### config.mk
export PLATFORM = sky130hd
export DESIGN_NAME = adc_sample_avg
export DESIGN_NICKNAME = d
export VERILOG_FILES = /design/src/rtl/adc_pkg.sv /design/src/rtl/avg_out_buf.sv /design/src/rtl/adc_sample_avg.sv
export SDC_FILE = /design/constraint.sdc
export NUM_CORES = 1
export LEC_CHECK = 0
export CORE_ASPECT_RATIO = 1.75
export CORE_MARGIN = 5
export CORE_UTILIZATION = 45
export CTS_CLUSTER_DIAMETER = 150
export DETAILED_ROUTE_END_ITERATION = 8
export GPL_TIMING_DRIVEN = 0
export PLACE_DENSITY_LB_ADDON = 0.25
export SKIP_LAST_GASP = 1
export SYNTH_ARGS = -nofsm -noshare
export SYNTH_HDL_FRONTEND = slang
export SYNTH_SLANG_ARGS = --single-unit
### constraint.sdc
create_clock -name clk -period 2.4 [get_ports clk]
set_input_delay 0.6 -clock clk [delete_from_list [all_inputs] [get_ports clk]]
set_output_delay 0.6 -clock clk [all_outputs]
set_load 0.03 [all_outputs]
### src/rtl/adc_pkg.sv
// Shared definitions for the ADC sample averager.
//   ADC_W          : ADC sample / result width
//   LOG2_N_DEFAULT : default log2 of samples per averaging window
//   state_t        : averaging FSM states (IDLE, ACCUM)
package adc_pkg;

  localparam int unsigned ADC_W          = 16;
  localparam int unsigned LOG2_N_DEFAULT = 4;

  typedef enum logic {
    IDLE,
    ACCUM
  } state_t;

endpackage

### src/rtl/avg_out_buf.sv
// Output holding register with valid/ready handshake and sticky overrun flag.
// A new result is loaded when the buffer is empty or is being accepted in the
// same cycle; otherwise the new result is dropped and overrun is set.
// Ports:
//   clk, reset       : clock, asynchronous active-low reset
//   load             : a completed window result is presented on data_in
//   data_in/data_out : result to capture / held result
//   valid, ready     : data_out holds an unaccepted result / downstream accepts
//   overrun          : sticky, a completed result was dropped
//   clear_ovr        : one-cycle pulse clearing overrun (a same-cycle drop wins)
module avg_out_buf #(
  parameter int unsigned W = 16
) (
  input  logic         clk,
  input  logic         reset,
  input  logic         load,
  input  logic [W-1:0] data_in,
  output logic [W-1:0] data_out,
  output logic         valid,
  input  logic         ready,
  output logic         overrun,
  input  logic         clear_ovr
);

  logic accept;
  logic drop;

  assign accept = valid && ready;
  assign drop   = load && valid && !ready;

  always_ff @(posedge clk or negedge reset) begin
    if (!reset) begin
      data_out <= '0;
      valid    <= 1'b0;
      overrun  <= 1'b0;
    end else begin
      if (load && (!valid || ready)) begin
        data_out <= data_in;
        valid    <= 1'b1;
      end else if (accept) begin
        valid    <= 1'b0;
      end

      if (drop) begin
        overrun <= 1'b1;
      end else if (clear_ovr) begin
        overrun <= 1'b0;
      end
    end
  end

endmodule

### src/rtl/adc_sample_avg.sv
// ADC sample averager: accumulates 2^LOG2_N valid samples per window and
// emits the truncated mean through a valid/ready output buffer.
// Optional feature macro: ADC_AVG_PEAK_EN adds peak_out, the window maximum,
// which travels through the output buffer together with avg_out.
// Ports:
//   clk, reset             : clock, asynchronous active-low reset
//   enable                 : run averaging (low holds in IDLE, discarding partial window)
//   sample_in/sample_valid : unsigned ADC word and its one-cycle strobe
//   avg_out/avg_valid      : averaged result and its valid flag
//   avg_ready              : downstream accepts avg_out when avg_valid && avg_ready
//   overrun                : sticky, a completed window was dropped
//   clear_ovr              : one-cycle pulse clearing overrun
//   peak_out               : window maximum (ADC_AVG_PEAK_EN only)
module adc_sample_avg
  import adc_pkg::*;
#(
  parameter int unsigned LOG2_N = LOG2_N_DEFAULT
) (
  input  logic             clk,
  input  logic             reset,
  input  logic             enable,
  input  logic [ADC_W-1:0] sample_in,
  input  logic             sample_valid,
  output logic [ADC_W-1:0] avg_out,
  output logic             avg_valid,
  input  logic             avg_ready,
  output logic             overrun,
  input  logic             clear_ovr
`ifdef ADC_AVG_PEAK_EN
  ,
  output logic [ADC_W-1:0] peak_out
`endif
);

  localparam int unsigned ACC_W = ADC_W + LOG2_N;
  localparam int unsigned N     = 1 << LOG2_N;
  // A one-bit counter keeps LOG2_N=0 legal; it then stays at 0.
  localparam int unsigned CNT_W = (LOG2_N > 0) ? LOG2_N : 1;
  localparam logic [CNT_W-1:0] LAST = CNT_W'(N - 1);

`ifdef ADC_AVG_PEAK_EN
  localparam int unsigned BUF_W = 2 * ADC_W;
`else
  localparam int unsigned BUF_W = ADC_W;
`endif

  state_t           state;
  logic [ACC_W-1:0] acc;
  logic [CNT_W-1:0] cnt;
  logic [ACC_W-1:0] sum;
  logic             take;
  logic             last;
  logic             win_done;
  logic [ADC_W-1:0] win_avg;
  logic [BUF_W-1:0] buf_in;
  logic [BUF_W-1:0] buf_out;

  // The closing sample is folded in combinationally so the accumulator can
  // restart at zero on the same edge and the next window loses no sample.
  assign sum      = acc + ACC_W'(sample_in);
  assign take     = (state == ACCUM) && enable && sample_valid;
  assign last     = (cnt == LAST);
  assign win_done = take && last;
  assign win_avg  = sum[LOG2_N +: ADC_W];

`ifdef ADC_AVG_PEAK_EN
  logic [ADC_W-1:0] peak_run;
  logic [ADC_W-1:0] win_peak;

  assign win_peak = (sample_in > peak_run) ? sample_in : peak_run;

  always_ff @(posedge clk or negedge reset) begin
    if (!reset) begin
      peak_run <= '0;
    end else if ((state == ACCUM) && !enable) begin
      peak_run <= '0;
    end else if (take) begin
      peak_run <= last ? '0 : win_peak;
    end
  end

  assign buf_in   = {win_peak, win_avg};
  assign peak_out = buf_out[BUF_W-1 -: ADC_W];
`else
  assign buf_in   = win_avg;
`endif

  assign avg_out = buf_out[ADC_W-1:0];

  always_ff @(posedge clk or negedge reset) begin
    if (!reset) begin
      state <= IDLE;
      acc   <= '0;
      cnt   <= '0;
    end else begin
      case (state)
        IDLE: begin
          if (enable) begin
            state <= ACCUM;
          end
        end
        ACCUM: begin
          if (!enable) begin
            state <= IDLE;
            acc   <= '0;
            cnt   <= '0;
          end else if (sample_valid) begin
            if (last) begin
              acc <= '0;
              cnt <= '0;
            end else begin
              acc <= sum;
              cnt <= cnt + 1'b1;
            end
          end
        end
        default: begin
          state <= IDLE;
          acc   <= '0;
          cnt   <= '0;
        end
      endcase
    end
  end

  avg_out_buf #(
    .W(BUF_W)
  ) u_avg_out_buf (
    .clk      (clk),
    .reset    (reset),
    .load     (win_done),
    .data_in  (buf_in),
    .data_out (buf_out),
    .valid    (avg_valid),
    .ready    (avg_ready),
    .overrun  (overrun),
    .clear_ovr(clear_ovr)
  );

endmodule
* Word level (Yosys, flattened, before mapping)
Cells that the tools add are included.
** Word-level totals
- Input port bits :: 22
- Word-level logic and storage cells :: 34
- Output and inout port bits :: 18
- Register bits :: 43
** Cells by class
- Add/sub/neg operators :: 2
- Reductions and logical operators :: 13
- Muxes and demuxes :: 11
- Equality and inequality tests :: 2
** Operators by type and width (count)
- $mux W20 :: 3
- $add A20 B16 Y20 :: 1
- $mux W4 :: 3
- $logic_and A1 B1 Y1 :: 7
- $mux W1 :: 5
- $add A4 B1 Y4 const B :: 1
- $eq A4 B4 Y1 const B :: 1
- $reduce_bool A2 Y1 :: 2
- $logic_not A1 Y1 :: 2
- $ne A2 B1 Y1 const B :: 1
- $reduce_and A2 Y1 :: 1
- $logic_or A1 B1 Y1 :: 1

* Depth between registers and ports, before layout
- Word-level depth :: 6
- Depth in mapped cells :: 9
- Gate-level depth less buffers :: 9

* Modules after synthesis
Synthesis repeated with hierarchy kept, for this count alone.
** Second synthesis, totals
- Cells, all modules :: 261
- Area total of the unflattened synthesis :: 2723.9 um^2
** By module, submodules not included
- adc_sample_avg :: cells each 220, seq. area each 625.6 um^2, times used 1, area each 1993.2 um^2
- avg_out_buf :: cells each 41, seq. area each 450.4 um^2, times used 1, area each 730.7 um^2

* Worst setup path after synthesis
No wires, ideal clock.
- Path kind :: input port to flip-flop
- From :: in sample_in[0]
- To :: reg u_avg_out_buf.data_out[8]
- Stages on the path :: 9
- Setup time :: 0.125 ns
- Path buffers :: 0
- Required time :: 2.275 ns
- Slack :: 0.071 ns
- Data arrival time :: 2.204 ns
- Path through :: ha_1 -> inv_1 -> fa_1 -> or2b_1 -> a21oi_2 -> o21ai_2 -> o21bai_2 -> xor2_1 -> mux2_2
** On the way
- Word-level cells in the longest chain between the ends :: 1
** RTL lines
- start: declaration :: line adc_sample_avg.sv:22 : input logic [ADC_W-1:0] sample_in,
- $add A20 B16 Y20 :: line adc_sample_avg.sv:60 : assign sum = acc + ACC_W'(sample_in);
- end signal: assignment :: line avg_out_buf.sv:38 : data_out <= data_in;
- end: declaration :: line avg_out_buf.sv:18 : output logic [W-1:0] data_out,
No other way between the ends.
A chain may end at the register's enable or synchronous reset.

* Final worst setup path
- From :: in sample_in[3]
- To :: reg u_avg_out_buf.data_out[6]
Same word-level chain as after synthesis.

==> impl_metrics.json <==
{
  "status": "finished, final reports clean",
  "clock_latency_ns": 0.31,
  "port_buffers": 38,
  "critPathSlowestCell": "clkdlybuf4s50_1",
  "nNetsFinal": 385,
  "grt_pass1_vias": 2469,
  "critPathKind": "input pin to register",
  "routed_wl_um": 6940,
  "cts_sinks": 43,
  "num_io_pins": 40,
  "num_antenna_cells": 0,
  "cp_max_fo": 5,
  "r2r_end": "u_avg_out_buf.data_out[8]$_DFFE_PN0P_",
  "grt_pass1_wl_um": 11500,
  "viasPerCell": 5.67,
  "start_kind": "input pin",
  "synth_nets": 336,
  "die_h_um": 114,
  "arrival_ns": 2.53,
  "synth_cell_types": 51,
  "rsz0062_at_grt": "yes",
  "final_common_cell": "dfrtp_1",
  "h-tree-depth": 2,
  "slowest_delay_ns": 0.40,
  "clkTransAtPathRegs_ns": 0.08,
  "fin_crit_sh_pct": 97.3,
  "p_leak_nw": 1.54,
  "postSynthCellCount": 296,
  "startpoint": "sample_in[3]",
  "ant_nets": 0,
  "routabilityCongestion": 0.896,
  "drive_above_1_share_pct": 16.8,
  "setup_slack_ns": 0.0654,
  "ff2ff_setup_slack_ns": 0.22,
  "grt_overflow_total": 0,
  "antenna_found_initial": 0,
  "grt.total_usage_pct": 18.2,
  "async_flop_share_pct": 100,
  "firstDrtPassIters": 4,
  "netlist_area_um2": 2760,
  "die-width_um": 69.2,
  "row_count": 37,
  "cp-end-kind": "register",
  "cpLargestDelayFamily": "compound AO/OA/AOI/OAI gates",
  "max_freq_mhz": 428,
  "worst-path-buf-inv": 1,
  "synth-seq-cells": 43,
  "seq_area_frac_synth_pct": 39.0,
  "dpl_worst_slack_ns": -0.630,
  "setup_viol": 0,
  "required_ns": 2.59,
  "final_cell_mix": "dfrtp_1 (43), nand2_1 (36), clkdlybuf4s50_1 (35)",
  "r2r-start": "acc[0]$_DFFE_PN0P_",
  "post-route-min-period_ns": 2.33,
  "coreArea_um2": 5930,
  "synthToLayoutAreaGrowth_pct": 26.0,
  "grt_max_degree": 24,
  "slew_violations": 0,
  "power_density_nw_per_um2": 608,
  "clockBufferDepth": 2,
  "total_power_mw": 2.11,
  "synth_warnings": 0,
  "wl_per_cell_um": 16.4,
  "hold_path.class": "input pin to asynchronous set/reset pin",
  "relSlewSlack_pct": 61.0,
  "die_area_um2": 7860,
  "reg2regPathDepth": 9,
  "hold_violations": 0,
  "synthFlopType": "dfrtp_1",
  "peakVddDrop_uv": 349,
  "drt_iter0_markers": 107,
  "dp_hpwl_um": 5170,
  "cts_tree": "done",
  "syn_avg_cell_area_um2": 9.32,
  "skew_ns": 0.00953,
  "numCtsBuffers": 5,
  "drc": 0,
  "cap_violations": 0,
  "root_buffer": "clkbuf_8",
  "tightest_slew_ns": 0.585,
  "crit_chain": "clkdlybuf4s50_1, ha_1, o211ai_1, a21oi_4, o21ai_4, nand2_1, xor2_1, mux2_2",
  "start_util_pct": 46.6,
  "synth_edf_count": 0,
  "vias": 2406
}
## worst reg2reg max path: stages, from the launching register on
cell      delay (ns)
dfrtp_1         0.36
ha_2            0.18
inv_1           0.06
fa_2            0.35
or2b_1          0.27
a21oi_4         0.24
o21ai_4         0.10
o21bai_2        0.13
xor2_1          0.10
mux2_2          0.27
## Yosys cell counts (4+ instances only)
| library cell | count | area share, % |
|---|---|---|
| dfrtp_1 | 43 | 39 |
| ha_1 | 17 | 7.7 |
| xnor2_1 | 7 | 2.2 |
| clkbuf_1 | 4 | 0.54 |
| a21oi_1 | 18 | 3.3 |
| inv_1 | 11 | 1.5 |
| o21a_1 | 4 | 1.1 |
| o21ai_1 | 6 | 1.1 |
| nand4_1 | 11 | 2.5 |
| nand3_1 | 12 | 2.2 |
| nor3_1 | 5 | 0.91 |
| o211ai_1 | 4 | 1.1 |
| o21ai_0 | 13 | 2.4 |
| a31oi_1 | 7 | 1.6 |
| nor2_1 | 12 | 1.6 |
| buf_2 | 8 | 1.5 |
| nand2_1 | 36 | 4.9 |
| a21o_1 | 8 | 2.2 |
| mux2_2 | 5 | 2.0 |
| xor2_1 | 4 | 1.3 |
| a22o_1 | 10 | 3.2 |
## flip-flops by register name (all words and copies together), names as in the netlist
| register | count |
|---|---|
| u_avg_out_buf.overrun | 1 |
| acc | 20 |
| state | 1 |
| u_avg_out_buf.data_out | 16 |
| cnt | 4 |
| u_avg_out_buf.valid | 1 |
## timing repair
item,in CTS,in global routing
buffers inserted,2,1
pin swaps,8,3
gates resized for setup,11,13
setup endpoints to repair,13,16
hold buffers,0,0
## through the flow
| stage | TNS [ns] | util [%] | std cells | instance area [um^2] | hold WS (ns) |
|---|---|---|---|---|---|
| after global routing | -0.0828 | 58.7 | 424 | 3480 | 0.302 |
| after detailed placement | -10.43 | 55.0 | 413 | 3260 | 0.463 |
| final | 0 | 58.7 | 424 | 3480 | 0.262 |
| after CTS | 0 | 57.6 | 423 | 3410 | 0.271 |
| after floorplan | 0 | - | 296 | 2760 | 0.304 |
| after global placement | -29.30 | 54.6 | 412 | 3240 | 0.458 |
## routing by layer
| layer | GRT usage (%) | wire, um | up-vias |
|---|---|---|---|
| met3 | 3.97 | 286 | 15 |
| met1 | 19.7 | 2810 | 1152 |
| met2 | 33.5 | 3690 | 56 |
| li1 | - | - | 1183 |
| met5 | 0 | 0 | - |
| met4 | 7.95 | 158 | 0 |
## report_power, final
part | total, mW | switching (mW) | internal [mW] | leakage [nW]
sequential | 0.824 | 0.0384 | 0.786 | 0.586
clock | 0.517 | 0.255 | 0.263 | 0.0515
combinational | 0.773 | 0.463 | 0.310 | 0.899
total | 2.11 | 0.756 | 1.36 | 1.54
## layout make-up
class	count	area, um^2
clock buffer	8	100
fill	568	2450
tap	78	97.6
sequential	43	1080
inverter	11	41.3
multi-input combinational	227	1670
buffer	15	71.3
timing repair buffer	42	423
## worst max-delay path by stage
stage | end | cells after the start
6_report | u_avg_out_buf.data_out[6]$_DFFE_PN0P_ | 8
5_1_grt | u_avg_out_buf.data_out[8]$_DFFE_PN0P_ | 9
4_1_cts | u_avg_out_buf.data_out[8]$_DFFE_PN0P_ | 9
3_5_place_dp | u_avg_out_buf.data_out[10]$_DFFE_PN0P_ | 10
3_3_place_gp | u_avg_out_buf.data_out[8]$_DFFE_PN0P_ | 10
2_1_floorplan | u_avg_out_buf.data_out[8]$_DFFE_PN0P_ | 9
## cell families after synthesis
| family | Yosys count | share of synthesized area [%] |
|---|---|---|
| xor gates and xnor gates | 11 | 3.49 |
| and+or+nand+nor | 97 | 17.5 |
| buffers and inverters | 26 | 4.08 |
| DFF | 43 | 39.0 |
| muxes | 5 | 2.04 |
| AOI/OAI and AO/OA | 96 | 25.4 |
| adders and majority gates | 18 | 8.44 |
Note: power is estimated with default switching activity, not from simulation.
